[src/rtl/ps2_pkg.sv]
// Shared types and constants for the PS/2 keyboard receive path.
// Latency: none (declarations only).
// Backpressure: none (declarations only).
package ps2_pkg;

  // Frame receiver states
  typedef enum logic [1:0] {
    ST_IDLE   = 2'd0,
    ST_DATA   = 2'd1,
    ST_PARITY = 2'd2,
    ST_STOP   = 2'd3
  } ps2_state_e;

  localparam logic [7:0] PS2_PFX_EXT    = 8'hE0;
  localparam logic [7:0] PS2_PFX_BRK    = 8'hF0;
  localparam int         PS2_FRAME_BITS = 11;

  // One folded key event as presented to the consumer
  typedef struct packed {
    logic [7:0] code;
    logic       ext;
    logic       brk;
  } key_evt_t;

  // Odd parity: data bits plus parity bit must hold an odd number of ones
  function automatic logic odd_parity_ok(input logic [7:0] dat, input logic par);
    return ^{dat, par};
  endfunction

endpackage

[src/rtl/ps2_line_filter.sv]
// Synchronises one raw PS/2 pin and debounces it with a stability counter.
// Latency: pin to filtered level in 2 + C_FILT_LEN cycles.
// Backpressure: none; free-running on every clock.
module ps2_line_filter #(
  parameter int C_FILT_LEN = 4
) (
  input  logic clk,
  input  logic rst,
  input  logic pin,
  output logic filt
);

  localparam int CW = $clog2(C_FILT_LEN) + 1;

  logic          sync1_q, sync1_d;
  logic          sync2_q, sync2_d;
  logic          filt_q, filt_d;
  logic [CW-1:0] cnt_q, cnt_d;

  // Two-flop synchroniser, then adopt the new level only after C_FILT_LEN equal samples
  always_comb begin
    sync1_d = pin;
    sync2_d = sync1_q;
    filt_d  = filt_q;
    cnt_d   = '0;
    if (sync2_q != filt_q) begin
      if (cnt_q == CW'(C_FILT_LEN - 1)) begin
        filt_d = sync2_q;
      end else begin
        cnt_d = cnt_q + CW'(1);
      end
    end
  end

  // Registers; idle PS/2 lines float high, so everything resets to 1
  always_ff @(posedge clk) begin
    if (rst) begin
      sync1_q <= 1'b1;
      sync2_q <= 1'b1;
      filt_q  <= 1'b1;
      cnt_q   <= '0;
    end else begin
      sync1_q <= sync1_d;
      sync2_q <= sync2_d;
      filt_q  <= filt_d;
      cnt_q   <= cnt_d;
    end
  end

  assign filt = filt_q;

endmodule

[src/rtl/ps2_scan_rx.sv]
// PS/2 device->host frame receiver folding E0/F0 prefixes into single key events.
// Latency: event valid one cycle after the filtered stop-bit fall (pin + 3 + C_FILT_LEN cycles).
// Backpressure: one-entry holding register; an event completing while it is still held is dropped with err_overrun.
module ps2_scan_rx
  import ps2_pkg::*;
#(
  parameter int C_FILT_LEN    = 4,
  parameter int C_TIMEOUT_CYC = 200000
) (
  input  logic       Bus2IP_Clk,
  input  logic       Bus2IP_Reset,
  input  logic       ps2_clk,
  input  logic       ps2_data,
  output logic       evt_valid,
  input  logic       evt_ready,
  output logic [7:0] evt_code,
  output logic       evt_ext,
  output logic       evt_brk,
  output logic       busy,
  output logic       err_parity,
  output logic       err_frame,
  output logic       err_timeout,
  output logic       err_overrun
);

  localparam int DATA_BITS = PS2_FRAME_BITS - 3;
  localparam int WDW       = $clog2(C_TIMEOUT_CYC + 1);

  logic           clk_filt, data_filt, fall;
  logic           clk_prev_q, clk_prev_d;
  ps2_state_e     state_q, state_d;
  logic [2:0]     bit_cnt_q, bit_cnt_d;
  logic [7:0]     shift_q, shift_d;
  logic           par_q, par_d;
  logic [WDW-1:0] wd_q, wd_d;
  logic           ext_pend_q, ext_pend_d;
  logic           brk_pend_q, brk_pend_d;
  key_evt_t       evt_q, evt_d;
  logic           evt_valid_q, evt_valid_d;
  logic           err_parity_q, err_parity_d;
  logic           err_frame_q, err_frame_d;
  logic           err_timeout_q, err_timeout_d;
  logic           err_overrun_q, err_overrun_d;

  logic           byte_good, byte_bad_par, byte_bad_stop, wd_expired;

  ps2_line_filter #(.C_FILT_LEN(C_FILT_LEN)) u_clk_filt (
    .clk  (Bus2IP_Clk),
    .rst  (Bus2IP_Reset),
    .pin  (ps2_clk),
    .filt (clk_filt)
  );

  ps2_line_filter #(.C_FILT_LEN(C_FILT_LEN)) u_data_filt (
    .clk  (Bus2IP_Clk),
    .rst  (Bus2IP_Reset),
    .pin  (ps2_data),
    .filt (data_filt)
  );

  // Fall strobe is high for the single cycle in which the filtered clock has just dropped
  assign fall = clk_prev_q & ~clk_filt;

  // Frame FSM, shift register and watchdog; classifies the byte at the stop-bit fall
  always_comb begin
    clk_prev_d    = clk_filt;
    state_d       = state_q;
    bit_cnt_d     = bit_cnt_q;
    shift_d       = shift_q;
    par_d         = par_q;
    wd_d          = wd_q;
    byte_good     = 1'b0;
    byte_bad_par  = 1'b0;
    byte_bad_stop = 1'b0;
    wd_expired    = 1'b0;

    if (state_q == ST_IDLE || fall) begin
      wd_d = '0;
    end else if (wd_q == WDW'(C_TIMEOUT_CYC - 1)) begin
      wd_expired = 1'b1;
      wd_d       = '0;
    end else begin
      wd_d = wd_q + WDW'(1);
    end

    case (state_q)
      ST_IDLE: begin
        // A fall with data high is line noise, not a start bit
        if (fall && !data_filt) begin
          state_d   = ST_DATA;
          bit_cnt_d = '0;
        end
      end
      ST_DATA: begin
        if (fall) begin
          shift_d   = {data_filt, shift_q[7:1]};
          bit_cnt_d = bit_cnt_q + 3'd1;
          if (bit_cnt_q == 3'(DATA_BITS - 1)) state_d = ST_PARITY;
        end
      end
      ST_PARITY: begin
        if (fall) begin
          par_d   = data_filt;
          state_d = ST_STOP;
        end
      end
      ST_STOP: begin
        if (fall) begin
          state_d = ST_IDLE;
          if (!data_filt)                          byte_bad_stop = 1'b1;
          else if (!odd_parity_ok(shift_q, par_q)) byte_bad_par  = 1'b1;
          else                                     byte_good     = 1'b1;
        end
      end
      default: state_d = ST_IDLE;
    endcase

    if (wd_expired) begin
      state_d   = ST_IDLE;
      bit_cnt_d = '0;
    end
  end

  // Prefix folding, event holding register and error pulses
  always_comb begin
    ext_pend_d    = ext_pend_q;
    brk_pend_d    = brk_pend_q;
    evt_d         = evt_q;
    evt_valid_d   = evt_valid_q;
    err_parity_d  = 1'b0;
    err_frame_d   = 1'b0;
    err_timeout_d = 1'b0;
    err_overrun_d = 1'b0;

    if (evt_valid_q && evt_ready) evt_valid_d = 1'b0;

    if (byte_bad_stop || byte_bad_par || wd_expired) begin
      // A broken frame may have been the key the prefixes belonged to
      ext_pend_d    = 1'b0;
      brk_pend_d    = 1'b0;
      err_frame_d   = byte_bad_stop;
      err_parity_d  = byte_bad_par;
      err_timeout_d = wd_expired;
    end else if (byte_good) begin
      if (shift_q == PS2_PFX_EXT) begin
        ext_pend_d = 1'b1;
      end else if (shift_q == PS2_PFX_BRK) begin
        brk_pend_d = 1'b1;
      end else begin
        ext_pend_d = 1'b0;
        brk_pend_d = 1'b0;
        if (evt_valid_q && !evt_ready) begin
          err_overrun_d = 1'b1;
        end else begin
          evt_d.code  = shift_q;
          evt_d.ext   = ext_pend_q;
          evt_d.brk   = brk_pend_q;
          evt_valid_d = 1'b1;
        end
      end
    end
  end

  // State and output registers
  always_ff @(posedge Bus2IP_Clk) begin
    if (Bus2IP_Reset) begin
      clk_prev_q    <= 1'b1;
      state_q       <= ST_IDLE;
      bit_cnt_q     <= '0;
      shift_q       <= '0;
      par_q         <= 1'b0;
      wd_q          <= '0;
      ext_pend_q    <= 1'b0;
      brk_pend_q    <= 1'b0;
      evt_q         <= '0;
      evt_valid_q   <= 1'b0;
      err_parity_q  <= 1'b0;
      err_frame_q   <= 1'b0;
      err_timeout_q <= 1'b0;
      err_overrun_q <= 1'b0;
    end else begin
      clk_prev_q    <= clk_prev_d;
      state_q       <= state_d;
      bit_cnt_q     <= bit_cnt_d;
      shift_q       <= shift_d;
      par_q         <= par_d;
      wd_q          <= wd_d;
      ext_pend_q    <= ext_pend_d;
      brk_pend_q    <= brk_pend_d;
      evt_q         <= evt_d;
      evt_valid_q   <= evt_valid_d;
      err_parity_q  <= err_parity_d;
      err_frame_q   <= err_frame_d;
      err_timeout_q <= err_timeout_d;
      err_overrun_q <= err_overrun_d;
    end
  end

  assign evt_valid   = evt_valid_q;
  assign evt_code    = evt_q.code;
  assign evt_ext     = evt_q.ext;
  assign evt_brk     = evt_q.brk;
  assign busy        = (state_q != ST_IDLE);
  assign err_parity  = err_parity_q;
  assign err_frame   = err_frame_q;
  assign err_timeout = err_timeout_q;
  assign err_overrun = err_overrun_q;

endmodule
[config.mk]
export PLATFORM = sky130hd
export DESIGN_NAME = ps2_scan_rx
export DESIGN_NICKNAME = d
export VERILOG_FILES = /design/src/rtl/ps2_pkg.sv /design/src/rtl/ps2_line_filter.sv /design/src/rtl/ps2_scan_rx.sv
export SDC_FILE = /design/constraint.sdc
export NUM_CORES = 1
export LEC_CHECK = 0
export CORE_ASPECT_RATIO = 1.4
export CORE_MARGIN = 5
export CORE_UTILIZATION = 25
export DETAILED_ROUTE_END_ITERATION = 6
export GPL_TIMING_DRIVEN = 0
export PLACE_DENSITY_LB_ADDON = 0.05
export SETUP_SLACK_MARGIN = 0.1
export SLEW_MARGIN = 20
export SYNTH_ARGS = -nofsm -noshare
export SYNTH_HDL_FRONTEND = slang
export SYNTH_SLANG_ARGS = --single-unit
[constraint.sdc]
create_clock -name Bus2IP_Clk -period 2.3 [get_ports Bus2IP_Clk]
set_input_delay 0.345 -clock Bus2IP_Clk [delete_from_list [all_inputs] [get_ports Bus2IP_Clk]]
set_output_delay 0.345 -clock Bus2IP_Clk [all_outputs]
set_load 0.1 [all_outputs]
==> impl_summary.md <==
Placed design
Summed over all nets, the half-perimeter wirelength after detailed placement is 4.607 mm. Routability-driven placement finished with a final weighted congestion of slightly below 0.7. The placed instance area is approximately 3200 sq um. The number of buffers added on ports is 20.

Floorplan
The y dimension of the die is roughly 130 um. The starting density of the core is between 20 and 30%. 21 I/O pins were placed. Row generation in the floorplan step produced 45 rows. The die is between 90 and 100 um wide.

The placeable core region is about 11000 sq um. The area of the die is about 13000 sq um.

Worst setup path
Across all register-to-register paths, the minimum setup slack is between 0.15 and 0.2 ns. Data on the critical path arrives at its endpoint at between 1.5 and 2 ns. The signal on the critical path passes through clkdlybuf4s50_1. The required time of the critical path is 1.96 ns.

Counting cells, the worst reg-to-reg path comes to 6. On the critical path the largest part of the delay comes from buffers and inverters. The number of buffer and inverter instances along the worst setup path is 1. The kind of end point of the critical path is an output pin. In this run the number of cells on the critical path is 1.

The master of the slowest instance on the critical path is sky130_fd_sc_hd__clkdlybuf4s50_1. The worst setup path is launched from a flip-flop. Of all nets on the critical path, the largest fanout is 2. The critical path class is reg -> out. In this design, the stage delay of the slowest critical-path cell is 1.14 ns.

Clocking
TritonCTS built the clock tree. Clock tree synthesis selected as its root buffer the cell sky130_fd_sc_hd__clkbuf_16. Clock-pin slew was measured on the worst setup and hold paths at ~0.050 ns. The clock tree synthesis step divided the H-tree into 3 levels.

The TritonCTS buffer count is 9. The clock insertion delay at the later pin of the skew report is ~0.32 ns. Post-CTS timing repair inserted 0 buffers for setup.

The hold buffer count at CTS is 0. For this design, the sink count on the clock tree is 62. The largest buffer count on any clock path is 2.

Detailed routing
For this run, design rule violations remaining after detail routing come to 0. The routed layout has between 2000 and 2500 vias. In the routed layout, each cell is associated on average with a via count of 4.320. The detailed router finished its first iteration with 50 violations. The antenna violation net count after detailed routing is 0. The final wirelength is between 6 and 7 mm. After detailed routing, the average wire length per cell comes to about 13 um. The first detailed-routing pass ran for 4 iterations.

Synthesis
The number of cells produced by synthesis is approximately 300. Yosys printed 0 warnings. The mapped netlist covers 2778 sq um.

The dominant synthesized flop cell is sky130_fd_sc_hd__dfxtp_1. For this run, the register share of the synthesized area comes to between 40% and 50%. The number of nets handed over by synthesis was 324.

The leading cell type by number of instances after synthesis is sky130_fd_sc_hd__dfxtp_1. Of all flip-flops after synthesis, the portion carrying an async set or reset was 0%. The proportion of netlist area held by the largest area contributor is 44.68%. By area the synthesized netlist is led by sky130_fd_sc_hd__dfxtp_1, sky130_fd_sc_hd__nand2_1, sky130_fd_sc_hd__nor2_1. Synthesis inferred 62 register bits. The post-synthesis average cell area is between 9 and 10 sq um. By count the netlist is led by sky130_fd_sc_hd__dfxtp_1, sky130_fd_sc_hd__nand2_1, sky130_fd_sc_hd__nor2_1. The largest total area in the synthesized netlist belongs to sky130_fd_sc_hd__dfxtp_1.

Yosys mapped a number of flops with a built-in enable equal to 0. Counting distinct cell types in the post-synthesis netlist gives 42.

Power
Per report_power, the sequential group accounts for 39.3% of the total. The leakage power total is roughly 1.3 nW. The part of the power in combinational logic is between 5 and 6%.

The proportion of total power due to net switching is 21.48%. The worst vdd rail ir drop is 0.0003614 V. The cell-internal power is roughly 2.2 mW. Overall power consumption after layout is estimated at 2.780 mW. The analysis attributes to net switching a power of roughly 600 uW. The power density over cell area is approximately 790 nW/um^2. Of the total power, the clock network draws about 55%.

STA
Derived from the worst setup path, the maximum achievable clock frequency is around 460 MHz. The post-route fraction of the period consumed by the critical path is a little over nine tenths. Setup violations remaining at the end of the flow were counted as 0. The normalized max-slew margin is between 30% and 40%. The transition at the pin with the smallest max-transition slack is 0.9708 ns. Setup repair after global routing left no endpoint under its margin. The clock skew is between 0.004 and 0.005 ns. The count of final hold-check violations is 0. The post-route minimum period is between 2 and 2.5 ns. The max-slew violation count came to 0.

Worst hold path
The classification of the worst-slack hold path is reg -> reg. Along the worst hold path, the cell count comes to 1.

Final layout
The synthesis-to-finish area growth is 26.58%. In the final layout, the share of cells above drive strength 1 is between 10% and 20%. The number of antenna diodes in the final layout is 0. Once layout is done, the placed cells without fillers occupy about 3500 sq um. In the final design database the tool counted about 360 nets. The number of fill cells in the layout is 1134.

Global routing
The via count of the first global-routing pass came to approximately 2100. The aggregate global-route resource usage is ~10%. The first global-routing pass estimated approximately 11 mm of wire. Entering global routing, the biggest net connects 12 pins. The total overflow left after global routing is 0.

The initial antenna violation count is 0.

Run status
The run finished with clean final reports.

Run
The max-cap check violation count is 0.
==> worst paths after layout <==
path,start,endpoint
hold reg to reg,u_data_filt.sync1_q,u_data_filt.sync2_q
setup / recovery,evt_code[5],evt_code[5]
hold / removal,u_data_filt.sync1_q,u_data_filt.sync2_q
setup reg to reg,shift_q[3],evt_code[5]
==> power groups by stage <==
| stage | logic [mW] | registers [mW] | clock network [mW] |
|---|---|---|---|
| floorplan | 0.108 | 1.11 | 0 |
| global placement | 0.153 | 1.12 | 0 |
| detailed placement | 0.154 | 1.12 | 0 |
| CTS | 0.154 | 1.09 | 1.58 |
| global route | 0.168 | 1.09 | 1.63 |
| finish | 0.152 | 1.09 | 1.53 |
==> state kept, by name, indices dropped and copies added (netlist names), 2 cells and up <==
signal             count
bit_cnt_q              3
evt_code               8
shift_q                8
state_q                2
u_clk_filt.cnt_q       3
u_data_filt.cnt_q      3
wd_q                  18
==> layout make-up <==
class | count | area [sq um] | share of cell area, %
multi-input cells | 218 | 1426 | 40.57
flip-flops and latches | 62 | 1245 | 35.41
clock buffers | 9 | 225.2 | 6.406
repair buffers | 20 | 203.9 | 5.801
well taps | 141 | 176.4 | 5.018
clock inverters | 7 | 112.6 | 3.203
plain buffers | 14 | 73.82 | 2.100
inverters | 14 | 52.55 | 1.495
==> routing by layer <==
layer,GRT usage [%],up-vias,routed length [um]
met3,2.946,8,186
met1,11.18,967,2741
li1,-,1095,-
met4,5.467,0,95
met5,0,-,0
met2,17.75,25,3269
==> cells by family (layout without fill, tap and decap cells) <==
| group | after synthesis | in the layout | synth area share [%] |
|---|---|---|---|
| adders and majority gates | 11 | 11 | 4.955 |
| DFF | 62 | 62 | 44.68 |
| buffers and inverters | 28 | 64 | 4.144 |
| and+or+nand+nor | 136 | 136 | 22.93 |
| muxes | 14 | 14 | 5.225 |
| xor gates and xnor gates | 26 | 26 | 11.17 |
| AOI/OAI and AO/OA | 31 | 31 | 6.892 |
==> cell usage in the layout (no fill, tap or decap), drive strengths merged, types with 4 or more instances in the layout <==
cell type      netlist  layout
a21oi               12      12
nor2                37      37
inv                 14      14
ha                  11      11
nor3                10      10
nand3               17      17
o21ai                6       6
dfxtp               62      62
clkdlybuf4s50        0      18
nand4                4       4
nand2b               4       4
xor2                 9       9
mux2i               13      13
clkbuf              11      21
xnor2               12      12
nand2               43      43
or2                  7       7
==> metrics by stage <==
stage / setup slack [ns] / hold slack (ns) / util [%] / cells / TNS [ns]
2_1_floorplan: 0.2640 / 0.3895 / - / 308 / 0
3_3_place_gp: -0.03741 / 0.3926 / 29.03 / 469 / -0.03741
3_5_place_dp: -0.04291 / 0.3987 / 29.03 / 469 / -0.04291
4_1_cts: 0.1082 / 0.4121 / 32.19 / 485 / 0
5_1_grt: 0.1001 / 0.4337 / 32.35 / 485 / 0
6_report: 0.1311 / 0.4066 / 32.35 / 485 / 0
==> what timing repair did <==
| action | in CTS | in global routing |
|---|---|---|
| pin swaps | 0 | 1 |
| endpoints found under the setup margin | 18 | 20 |
| gates resized for setup | 6 | 8 |
No activity file was read; power rests on OpenSTA's default activity.
